## config.mk

```make
export PLATFORM = sky130hd
export DESIGN_NAME = matrix_result_collector
export DESIGN_NICKNAME = d
export VERILOG_FILES = /design/src/rtl/matrix_result_collector.sv
export SDC_FILE = /design/constraint.sdc
export NUM_CORES = 1
export LEC_CHECK = 0
export ABC_AREA = 0
export BUFFER_PORTS_ARGS = -buffer_cell sky130_fd_sc_hd__buf_2
export CELL_PAD_IN_SITES_DETAIL_PLACEMENT = 0
export CELL_PAD_IN_SITES_GLOBAL_PLACEMENT = 1
export CORE_MARGIN = 2
export CORE_UTILIZATION = 44
export CTS_CLUSTER_DIAMETER = 100
export CTS_CLUSTER_SIZE = 16
export DETAILED_ROUTE_END_ITERATION = 10
export PLACE_DENSITY_LB_ADDON = 0.25
export SYNTH_ARGS = -nofsm -noshare
export SYNTH_HDL_FRONTEND = slang
export SYNTH_SLANG_ARGS = --single-unit
```

## constraint.sdc

```tcl
create_clock -name clk -period 4.75 [get_ports clk]
set_clock_uncertainty 0.1 [all_clocks]
set_input_delay 0 -clock clk [delete_from_list [all_inputs] [get_ports clk]]
set_output_delay 0 -clock clk [all_outputs]
set_load 0.1 [all_outputs]
```

## src/rtl/matrix_result_collector.sv

```systemverilog
// Collects the multiplier C stream into an MxP buffer and replays it row-major
// over a valid/ready port, flagging duplicate, missing, out-of-range and overrun results.
module matrix_result_collector #(
  parameter int M          = 3,
  parameter int P          = 3,
  parameter int DATA_WIDTH = 32,
  parameter int ROW_W      = 2,
  parameter int COL_W      = 2
) (
  input  logic                         clk,
  input  logic                         rst,
  input  logic signed [DATA_WIDTH-1:0] c_in,
  input  logic                         c_valid_in,
  input  logic        [ROW_W-1:0]      c_row_in,
  input  logic        [COL_W-1:0]      c_col_in,
  input  logic                         mult_done,
  output logic signed [DATA_WIDTH-1:0] out_data,
  output logic        [ROW_W-1:0]      out_row,
  output logic        [COL_W-1:0]      out_col,
  output logic                         out_valid,
  input  logic                         out_ready,
  output logic                         out_last,
  output logic                         frame_done,
  output logic                         busy,
  output logic                         err_dup,
  output logic                         err_missing,
  output logic                         err_range,
  output logic                         err_overrun
);
  localparam int N     = M * P;
  localparam int IDX_W = (N > 1) ? $clog2(N) : 1;

  typedef enum logic {COLLECT, DRAIN} state_t;
  state_t r_state, w_state_nxt;

  logic signed [DATA_WIDTH-1:0] r_buf [N];
  logic [N-1:0]     r_bitmap;
  logic [IDX_W-1:0] r_idx;
  logic             r_done_q, r_frame_done;
  logic             r_err_dup, r_err_missing, r_err_range, r_err_overrun;

  logic             w_in_range, w_wr, w_done_rise, w_accept, w_last;
  logic [IDX_W-1:0] w_addr;
  logic [N-1:0]     w_wr_mask, w_bitmap_nxt;

  assign w_in_range   = (int'(c_row_in) < M) && (int'(c_col_in) < P);
  assign w_addr       = IDX_W'(int'(c_row_in) * P + int'(c_col_in));
  assign w_wr         = (r_state == COLLECT) && c_valid_in && w_in_range;
  assign w_wr_mask    = w_wr ? (N'(1) << w_addr) : '0;
  // Includes a write landing in the same cycle as done, so missing-check sees it
  assign w_bitmap_nxt = r_bitmap | w_wr_mask;
  assign w_done_rise  = mult_done & ~r_done_q;
  assign w_accept     = (r_state == DRAIN) && out_ready;
  assign w_last       = (r_idx == IDX_W'(N - 1));

  always_ff @(posedge clk) begin
    if (!rst) r_state <= COLLECT;
    else      r_state <= w_state_nxt;
  end

  always_comb begin
    w_state_nxt = r_state;
    case (r_state)
      COLLECT: if (w_done_rise)         w_state_nxt = DRAIN;
      DRAIN:   if (w_accept && w_last)  w_state_nxt = COLLECT;
      default:                          w_state_nxt = COLLECT;
    endcase
  end

  always_ff @(posedge clk) begin
    if (!rst) begin
      r_bitmap      <= '0;
      r_idx         <= '0;
      r_done_q      <= 1'b0;
      r_frame_done  <= 1'b0;
      r_err_dup     <= 1'b0;
      r_err_missing <= 1'b0;
      r_err_range   <= 1'b0;
      r_err_overrun <= 1'b0;
    end else begin
      r_done_q     <= mult_done;
      r_frame_done <= w_accept && w_last;
      case (r_state)
        COLLECT: begin
          r_bitmap <= w_bitmap_nxt;
          if (c_valid_in && w_in_range && r_bitmap[w_addr]) r_err_dup <= 1'b1;
          if (c_valid_in && !w_in_range)                    r_err_range <= 1'b1;
          if (w_done_rise) begin
            r_idx <= '0;
            if (!(&w_bitmap_nxt)) r_err_missing <= 1'b1;
          end
        end
        DRAIN: begin
          if (c_valid_in) r_err_overrun <= 1'b1;
          if (w_accept) begin
            if (w_last) begin
              // Errors describe the frame just drained; clear on return to COLLECT
              r_idx         <= '0;
              r_bitmap      <= '0;
              r_err_dup     <= 1'b0;
              r_err_missing <= 1'b0;
              r_err_range   <= 1'b0;
              r_err_overrun <= 1'b0;
            end else begin
              r_idx <= r_idx + 1'b1;
            end
          end
        end
        default: ;
      endcase
    end
  end

  always_ff @(posedge clk) begin
    if (w_wr) r_buf[w_addr] <= c_in;
  end

  assign out_valid   = (r_state == DRAIN);
  assign busy        = out_valid;
  assign out_data    = (out_valid && r_bitmap[r_idx]) ? r_buf[r_idx] : '0;
  assign out_row     = out_valid ? ROW_W'(r_idx / IDX_W'(P)) : '0;
  assign out_col     = out_valid ? COL_W'(r_idx % IDX_W'(P)) : '0;
  assign out_last    = out_valid && w_last;
  assign frame_done  = r_frame_done;
  assign err_dup     = r_err_dup;
  assign err_missing = r_err_missing;
  assign err_range   = r_err_range;
  assign err_overrun = r_err_overrun;
endmodule

```

After elaboration in Yosys (flattened, before gate mapping). Memory sizes are Yosys's and may differ from the RTL's. A register that Yosys moved wholly into a read port is not among the register bits. Cells that the tools add are included.

Register bits after elaboration: 20. RAM bits: 288. Input bits: 41. Output and inout bits: 44. Logic and storage cells: 82. Memories: 1.

Memory list: r_buf (depth 9, bits a word 32, read ports 1, clocked after memory_dff 1, write ports 1, line 36) `logic signed [DATA_WIDTH-1:0] r_buf [N];`.

Add/subtract/negate cells: 2. Multipliers: 1. Div/mod/pow operators: 2. Order comparisons: 4. Equal/unequal tests: 7. Shift operators: 1. Multiplexer cells: 34. Bitwise gates (word level): 4. Reductions and logical operators: 17.

Operator list (count): 32-bit 2-to-1 mux (1); 9-bit 2-to-1 mux (3); 4-bit 2-to-1 mux (5); 9-bit case mux with 2 select lines (1); 1-bit 2-to-1 mux (15); 1-bit logical AND (10); 4-bit by 5-bit less-than comparator with 1-bit output, second input constant (2); 9-bit bitwise OR (1); 9-bit AND reduction (1); 1-bit by 4-bit left shift with 9-bit output, first input constant (1); 1-bit binary-select mux with 4-bit select (2); 2-bit by 1-bit != test with 1-bit output, second input constant (4); 1-bit case mux with 2 select lines (4); 4-bit case mux with 2 select lines (1); 3-bit AND reduction (2); 4-bit by 1-bit adder with 4-bit output, second input constant (1); 4-bit by 2-bit adder with 4-bit output (1); 4-bit by 2-bit divider with 4-bit output, second input constant (1); 4-bit equality test, second input constant (1); 2-bit less-than comparator, second input constant (2); 4-bit by 2-bit modulo with 4-bit output, second input constant (1); 2-bit by 2-bit multiplier with 4-bit output, second input constant (1); 2-bit 2-to-1 mux (2); 2-bit != test, second input constant (2); 5 further kinds (7).

Logic depth before layout (Yosys ltp). Gate-level depths: netlist of run 1.

Depth after elaboration: 9. Mapped depth: 11. Mapped depth without buffers: 10.

Least setup slack after synthesis of run 1. Ideal clock, no wire load.

Kind: in2reg. Start: input c_row_in[0]. End: register r_err_dup, in the netlist err_dup. Setup time: 75 ps. Arrival: 4575 ps. Data required time: 4575 ps. Setup slack: 0 ps. Stages on the path: 9. Buffers on the path: 0. Cells stage by stage: inv_1 -> fa_1 -> inv_1 -> ha_1 -> fa_1 -> nor4bb_1 -> nor3b_1 -> a211oi_1 -> nor2_1.

Word-level cells in the longest chain between the ends: 7. Elaborated cells on any way between the ends: 10. Classes of those cells: 1 x add/sub; 1 x mul; 1 x order compare; 1 x eq/ne; 2 x mux; 4 x reduce/logical.

RTL lines: from (decl) (line 14) `input logic [ROW_W-1:0] c_row_in,`; 2-bit by 2-bit multiplier with 4-bit output (line 47) `assign w_addr = IDX_W'(int'(c_row_in) * P + int'(c_col_in));`; 4-bit by 2-bit adder with 4-bit output (line 47); 1-bit binary-select mux with 4-bit select (line 86) `if (c_valid_in && w_in_range && r_bitmap[w_addr]) r_err_dup <= 1'b1;`; 1-bit 2-to-1 mux (implied by the code) (line 86); 1-bit logical AND (*) (line 86); 2-bit by 1-bit != test with 1-bit output (no source line) (*); 3-bit AND reduction (no source line) (*); to (signal assigned) (line 76) `r_err_dup <= 1'b0;`; to (signal assigned) (line 86); to (signal assigned) (line 100) `r_err_dup <= 1'b0;`; to (decl) (line 40) `logic r_err_dup, r_err_missing, r_err_range, r_err_overrun;`.

Mark *: on every way between the ends. The rest lies on a longest branch, timed or not. The select of a mux whose other input is x is not followed. A chain may end at the register's enable or synchronous reset.

Worst setup path after layout of run 1.
Start: input c_col_in[1]. End: memory r_buf[0][3] (enable).

Word-level cells in the longest chain between the ends: 5. Elaborated cells on any way between the ends: 6. Classes of those cells: 1 x add/sub; 1 x order compare; 2 x mux; 2 x reduce/logical.

RTL lines: from (decl) (line 15) `input logic [COL_W-1:0] c_col_in,`; 2-bit less-than comparator (line 46) `assign w_in_range = (int'(c_row_in) < M) && (int'(c_col_in) < P);`; 1-bit logical AND (line 46); 1-bit logical AND (line 48) `assign w_wr = (r_state == COLLECT) && c_valid_in && w_in_range;`; 1-bit 2-to-1 mux (line 115) `if (w_wr) r_buf[w_addr] <= c_in;`; 1-bit 2-to-1 mux (implied by the code) (line 115); to (decl) (line 36).

Parallel ways exist; a longest one is shown, timed or not.

==> flow_summary.toml, run 1 <==
[clocking]
numCtsBuffers = 23
cts.htree.levels = 1
numClockSinks = 312
clockRootBuffer = "clkbuf_16"
cts_hold_buf = 42
cts_tree = "built"
clk_pin_slew_ps = 80
clock_path_buffers = 3
post_cts_resize_count = 0
post-cts-setup-buffers = 0
clk_latency_ps = 520

[detailed_routing]
drcViolationCount = 0
routedWlPerCell_um = 20.57
vias = 6396
dr.first_iter.drc_count = 540
vias_per_cell = 5.348
totalWireLength_um = 24600
firstDrtPassIters = 5
postRouteAntennaNets = 0

[run]
maxCapViolCount = 0

[status]
status = "finished, final reports clean"

[placement]
place.gp.congestion = 0.8026
portBuffers = 84
dp_hpwl_um = 15060
dpl.cell_count = 1112
pre_cts_ws_ps = 1069

[sta]
finalHoldViolCount = 0
final_max_slew_viol_count = 0
post-route-period-util_pct = 74.47
setup_ws_ps = 1212
setup_viol = 0
fin_tns_setup_ps = 0
layout_min_cycle_time_ps = 3538
fmax_ghz = 0.2827
grt_setup_unrepaired = "no"
worstMarginPinSlew_ps = 1178
max_slew_margin_pct = 21.48

[power]
leakage_nw = 4.705
pwr_density_cell_nw_per_um2 = 362.0
vdd_drop_max_v = 0.0002590

[synth]
mappedNetlistArea_um2 = 12420
syn-num-nets = 723
yosys.area_share.xor_xnor_pct = 0.2821
yosysWarnings = 0
synth_top_family_by_area = "multiplexers"
yosysSeqAreaShare_pct = 73.52
async_flop_share_pct = 0
syn_avg_cell_area_um2 = 18.51
netlist_instances = 671
synthMuxAreaShare_pct = 15.16
synthSimpleGateAreaFrac_pct = 5.119
post_synth_fa_ha_maj_area_fraction_pct = 1.229
ys_ff_latch = 312
synth_edf_count = 288
synthFlopType = "edfxtp_1"
synth_compound_area_share_pct = 2.932
yosysUniqueCellTypes = 46

[worst_setup_path]
worstPathArrival_ps = 3580
cp-end-kind = "flop"
crit_fanout = 32
required_ps = 4790
crit_type = "in -> reg"
start_kind = "input pin"

[global_route]
grt_pass1_wl_um = 38090
grt_busiest_layer = "met2"
grt_pass1_vias = 6550
grt_max_degree = 65
overflow = 0
antenna_found_initial = 0
met2_usage_pct = 28.69
met3_usage_pct = 2.152
gr-usage-all-layers_pct = 16.97
met1_usage_pct = 24.08

[layout]
drive_gt1_share_pct = 25.55
fin_nets = 853
most-common-layout-cells = "edfxtp_1 (288), buf_2 (84), nor2_1 (77)"
num-fill-cells = 2331
instances_no_fill = 1196
final_common_cell = "edfxtp_1"
diodes = 0
area_growth_pct = 15.94

[hold_path]
hold_path.class = "in -> reg"

[floorplanning]
die_h_um = 172.0
die_area_um2 = 29580
initial_core_util_pct = 44.69
io_pins = 85
core_um2 = 27780
die_width_um = 172.0
row_count = 61
per-stage QoR:
stage	hold slack, ps	utilization (%)	cell area [um^2]	total power, mW
floorplan	-1.131	-	12420	3.318
global placement	115.6	47.90	13310	3.421
detailed placement	125.2	47.90	13310	3.430
CTS	52.05	51.82	14400	5.275
global route	115.8	51.82	14400	5.394
finish	66.94	51.82	14400	5.212
power breakdown:
part | internal, mW | switching (mW) | total, mW
clock | 0.925 | 0.899 | 1.82
combinational | 0.119 | 0.188 | 0.307
sequential | 3.05 | 0.0303 | 3.08
total | 4.09 | 1.12 | 5.21
layout make-up:
| type | instances | area [um^2] | area share (%) |
|---|---|---|---|
| inverter | 12 | 45.04 | 0.3129 |
| multi-input combinational | 312 | 3128 | 21.73 |
| tap | 378 | 473.0 | 3.285 |
| clock inverter | 2 | 28.78 | 0.1999 |
| timing repair buffer | 140 | 945.9 | 6.570 |
| clock buffer | 40 | 639.4 | 4.441 |
| sequential | 312 | 9136 | 63.46 |
registers in the layout (all words and copies together), names as in the netlist, named ones only:
signal       flops
err_missing      1
err_overrun      1
busy             1
r_done_q         1
r_buf          288
frame_done       1
err_range        1
r_bitmap         9
r_idx            4
err_dup          1
cell families (layout without fill, tap and decap cells):
kind of cell,after synthesis,in the layout
flops,312,312
xor+xnor,4,4
buf+inv,47,194
mux,103,103
compound gates,60,60
fa+ha+maj,11,11
simple gates,134,134
per-layer routing:
| metal | wire (um) | share of wire, % |
|---|---|---|
| met2 | 12510 | 51 |
| met4 | 292 | 1.2 |
| met5 | 0 | 0 |
| met1 | 10860 | 44 |
| met3 | 930 | 3.8 |
final timing paths:
check	depth (start not counted)	from	endpoint	slack (ps)
setup / recovery	10	c_col_in[1]	r_buf[0][3]	1210
hold / removal	4	c_col_in[0]	r_bitmap[0]	70
setup reg to reg	6	busy	flop	1930
hold reg to reg	1	err_range	err_range	390
cell usage after synthesis (all sizes together), types with 3 or more instances:
master | number | area [um^2]
buf | 21 | 121.4
dfxtp | 24 | 480.5
mux4 | 68 | 1531
nand2 | 11 | 41.29
a21oi | 36 | 180.2
mux2i | 35 | 350.3
clkbuf | 14 | 52.55
nor2b | 10 | 62.56
nand3 | 5 | 25.02
nor3 | 3 | 15.01
a41oi | 4 | 35.03
ha | 9 | 112.6
edfxtp | 288 | 8648
o21ai | 4 | 20.02
nor2 | 83 | 311.6
and2 | 6 | 37.54
inv | 12 | 45.04
nand2b | 4 | 25.02
worst max-delay path, stage by stage:
cell and delay (ps):
dlygate4sd3_1 520, buf_2 120, inv_1 60, fa_1 510, inv_1 50, ha_1 200
fa_1 530, nor4b_4 390, nand2_1 270, nor2_4 910
(Power assumes the default switching activity.)
==> run 2: changes to the inputs <==
==> constraint.sdc (replaced) <==
create_clock -name clk -period 2.95 [get_ports clk]
set_clock_uncertainty 0.1 [all_clocks]
set_input_delay 0 -clock clk [delete_from_list [all_inputs] [get_ports clk]]
set_output_delay 0 -clock clk [all_outputs]
set_load 0.1 [all_outputs]
==> flow_summary.toml, run 2 (same netlist as run 1, synthesis figures left out) <==
[status]
status = "finished, final reports clean"

[detailed_routing]
totalWireLength_um = 25670
routedWlPerCell_um = 20.94
vias = 6508
postRouteAntennaNets = 0
vias_per_cell = 5.308
drcViolationCount = 0
firstDrtPassIters = 5
dr.first_iter.drc_count = 548

[clocking]
numClockSinks = 312
cts.htree.levels = 1
clk_pin_slew_ps = 70
cts_tree = "built"
clock_path_buffers = 3
clockRootBuffer = "clkbuf_16"
numCtsBuffers = 23
clk_latency_ps = 510

[placement]
pre_cts_ws_ps = -83.98
portBuffers = 84
dp_hpwl_um = 16400
dpl.cell_count = 1143
place.gp.congestion = 0.7992

[layout]
largest_register_ffs = 288
most-common-layout-cells = "edfxtp_1 (288), buf_2 (81), nor2_1 (77)"
final_common_cell = "edfxtp_1"
diodes = 0
num-fill-cells = 2243
drive_gt1_share_pct = 30.90
instances_no_fill = 1226
top_register = "r_buf"
area_growth_pct = 20.45
reg_top3 = "r_buf x288, r_bitmap x9, r_idx x4"
regArea_um2 = 9141
final_core_util_pct = 53.83
fin_nets = 893
multi_input_area_um2 = 3181

[worst_setup_path]
cp_slowest_cell = "dfxtp_4"
startpoint = "r_idx[2]"
slowest_delay_ps = 380
reg2reg_from = "busy"
crit_path_cell_trace = "nor2b_2 -> ha_1 -> inv_2 -> ha_4 -> a21bo_2 -> xnor2_1 -> ha_1 -> o21bai_4 -> mux2i_1 -> nor2b_2 -> buf_6"
cp-end-kind = "output pin"
crit_type = "reg -> out"
crit_fanout = 8
worstPathArrival_ps = 2720
start_kind = "flop"
required_ps = 2850

[power]
p_seq_share_pct = 58.4
swShare_pct = 20.68
p_int_mw = 6.713
power_frac_comb_pct = 6.9
vdd_drop_max_v = 0.0004715
clock_power_share_pct = 34.7
pwr_density_cell_nw_per_um2 = 565.9
leakage_nw = 4.974
switchingPower_mw = 1.750

[sta]
setup_ws_ps = 134.2
grt_setup_unrepaired = "no"
post-route-period-util_pct = 95.45
layout_min_cycle_time_ps = 2816
max_slew_margin_pct = 40.40
finalHoldViolCount = 0
final_max_slew_viol_count = 0
setup_viol = 0
worstMarginPinSlew_ps = 894.0
fmax_ghz = 0.3551

[run]
maxCapViolCount = 0

[global_route]
grt_pass1_wl_um = 39280
grt_max_degree = 47
overflow = 0
gr-usage-all-layers_pct = 17.67
grt_pass1_vias = 6757
antenna_found_initial = 0

[floorplanning]
die_area_um2 = 29580
io_pins = 85
die_h_um = 172.0
initial_core_util_pct = 44.69
core_um2 = 27780
die_width_um = 172.0
row_count = 61

[hold_path]
hold_path.class = "in -> reg"
min-delay-start = "c_row_in[1]"
[run 2: cell types whose count changed in the layout (fill, tap and decap cells not counted), moves of 3 or more]
cell and change:
buf_4 +25, buf_12 +15, clkbuf_1 -10, buf_2 -3
[run 2: critical path, delay by kind of cell, from the launching register on]
family / cells / cell delay (ps)
adders and majority gates: 3 / 520
AOI/OAI and AO/OA: 2 / 420
DFF: 1 / 380
and+or+nand+nor: 2 / 300
buffers and inverters: 2 / 300
xor gates and xnor gates: 1 / 140
muxes: 1 / 140
[run 2: power by group through the flow]
stage	Combinational, mW	Sequential [mW]	Clock (mW)
after floorplan	0.290	5.06	0
after global placement	0.521	5.04	0
after detailed placement	0.532	5.04	0
after global routing	0.636	4.94	3.17
final	0.583	4.94	2.94
after CTS	0.576	4.94	3.02
[run 2: worst paths after layout]
kind / slack, ps / endpoint / cells past startpoint
worst min register to register: 390 / err_range / 1
worst min-delay path: 140 / err_range / 5
worst max register to register: 390 / flop / 7
worst max-delay path: 130 / out_col[1] / 11
[run 2: timing repair]
| action | CTS | global route |
|---|---|---|
| pin swaps | 0 | 1 |
| buffers inserted | 0 | 8 |
| endpoints found under the setup margin | 3 | 19 |
| hold endpoints to repair | 312 | 0 |
| hold buffers | 43 | 0 |
| resized for setup | 6 | 13 |
[run 2: per-stage QoR]
stage	total power [mW]	cell area [um^2]	setup TNS [ps]	hold slack, ps
after global placement	5.560	13730	-442.4	118.2
after detailed placement	5.575	13730	-6995	121.4
after floorplan	5.352	12470	-37640	-1.131
after CTS	8.537	14830	0	131.3
final	8.463	14960	0	143.0
after global routing	8.746	14960	0	201.7
[run 2: cell type report]
| type | instances | area share, % |
|---|---|---|
| timing repair buffer | 180 | 9.705 |
| multi-input combinational | 312 | 21.27 |
| tap | 378 | 3.162 |
| clock inverter | 1 | 0.2008 |
| inverter | 12 | 0.3514 |
| sequential | 312 | 61.12 |
| clock buffer | 31 | 4.191 |
[run 2: per-layer routing]
layer	track usage, %	routed length [um]
met4	3.581	412
met3	2.312	909
met5	0	0
met1	23.64	11070
met2	31.29	13280
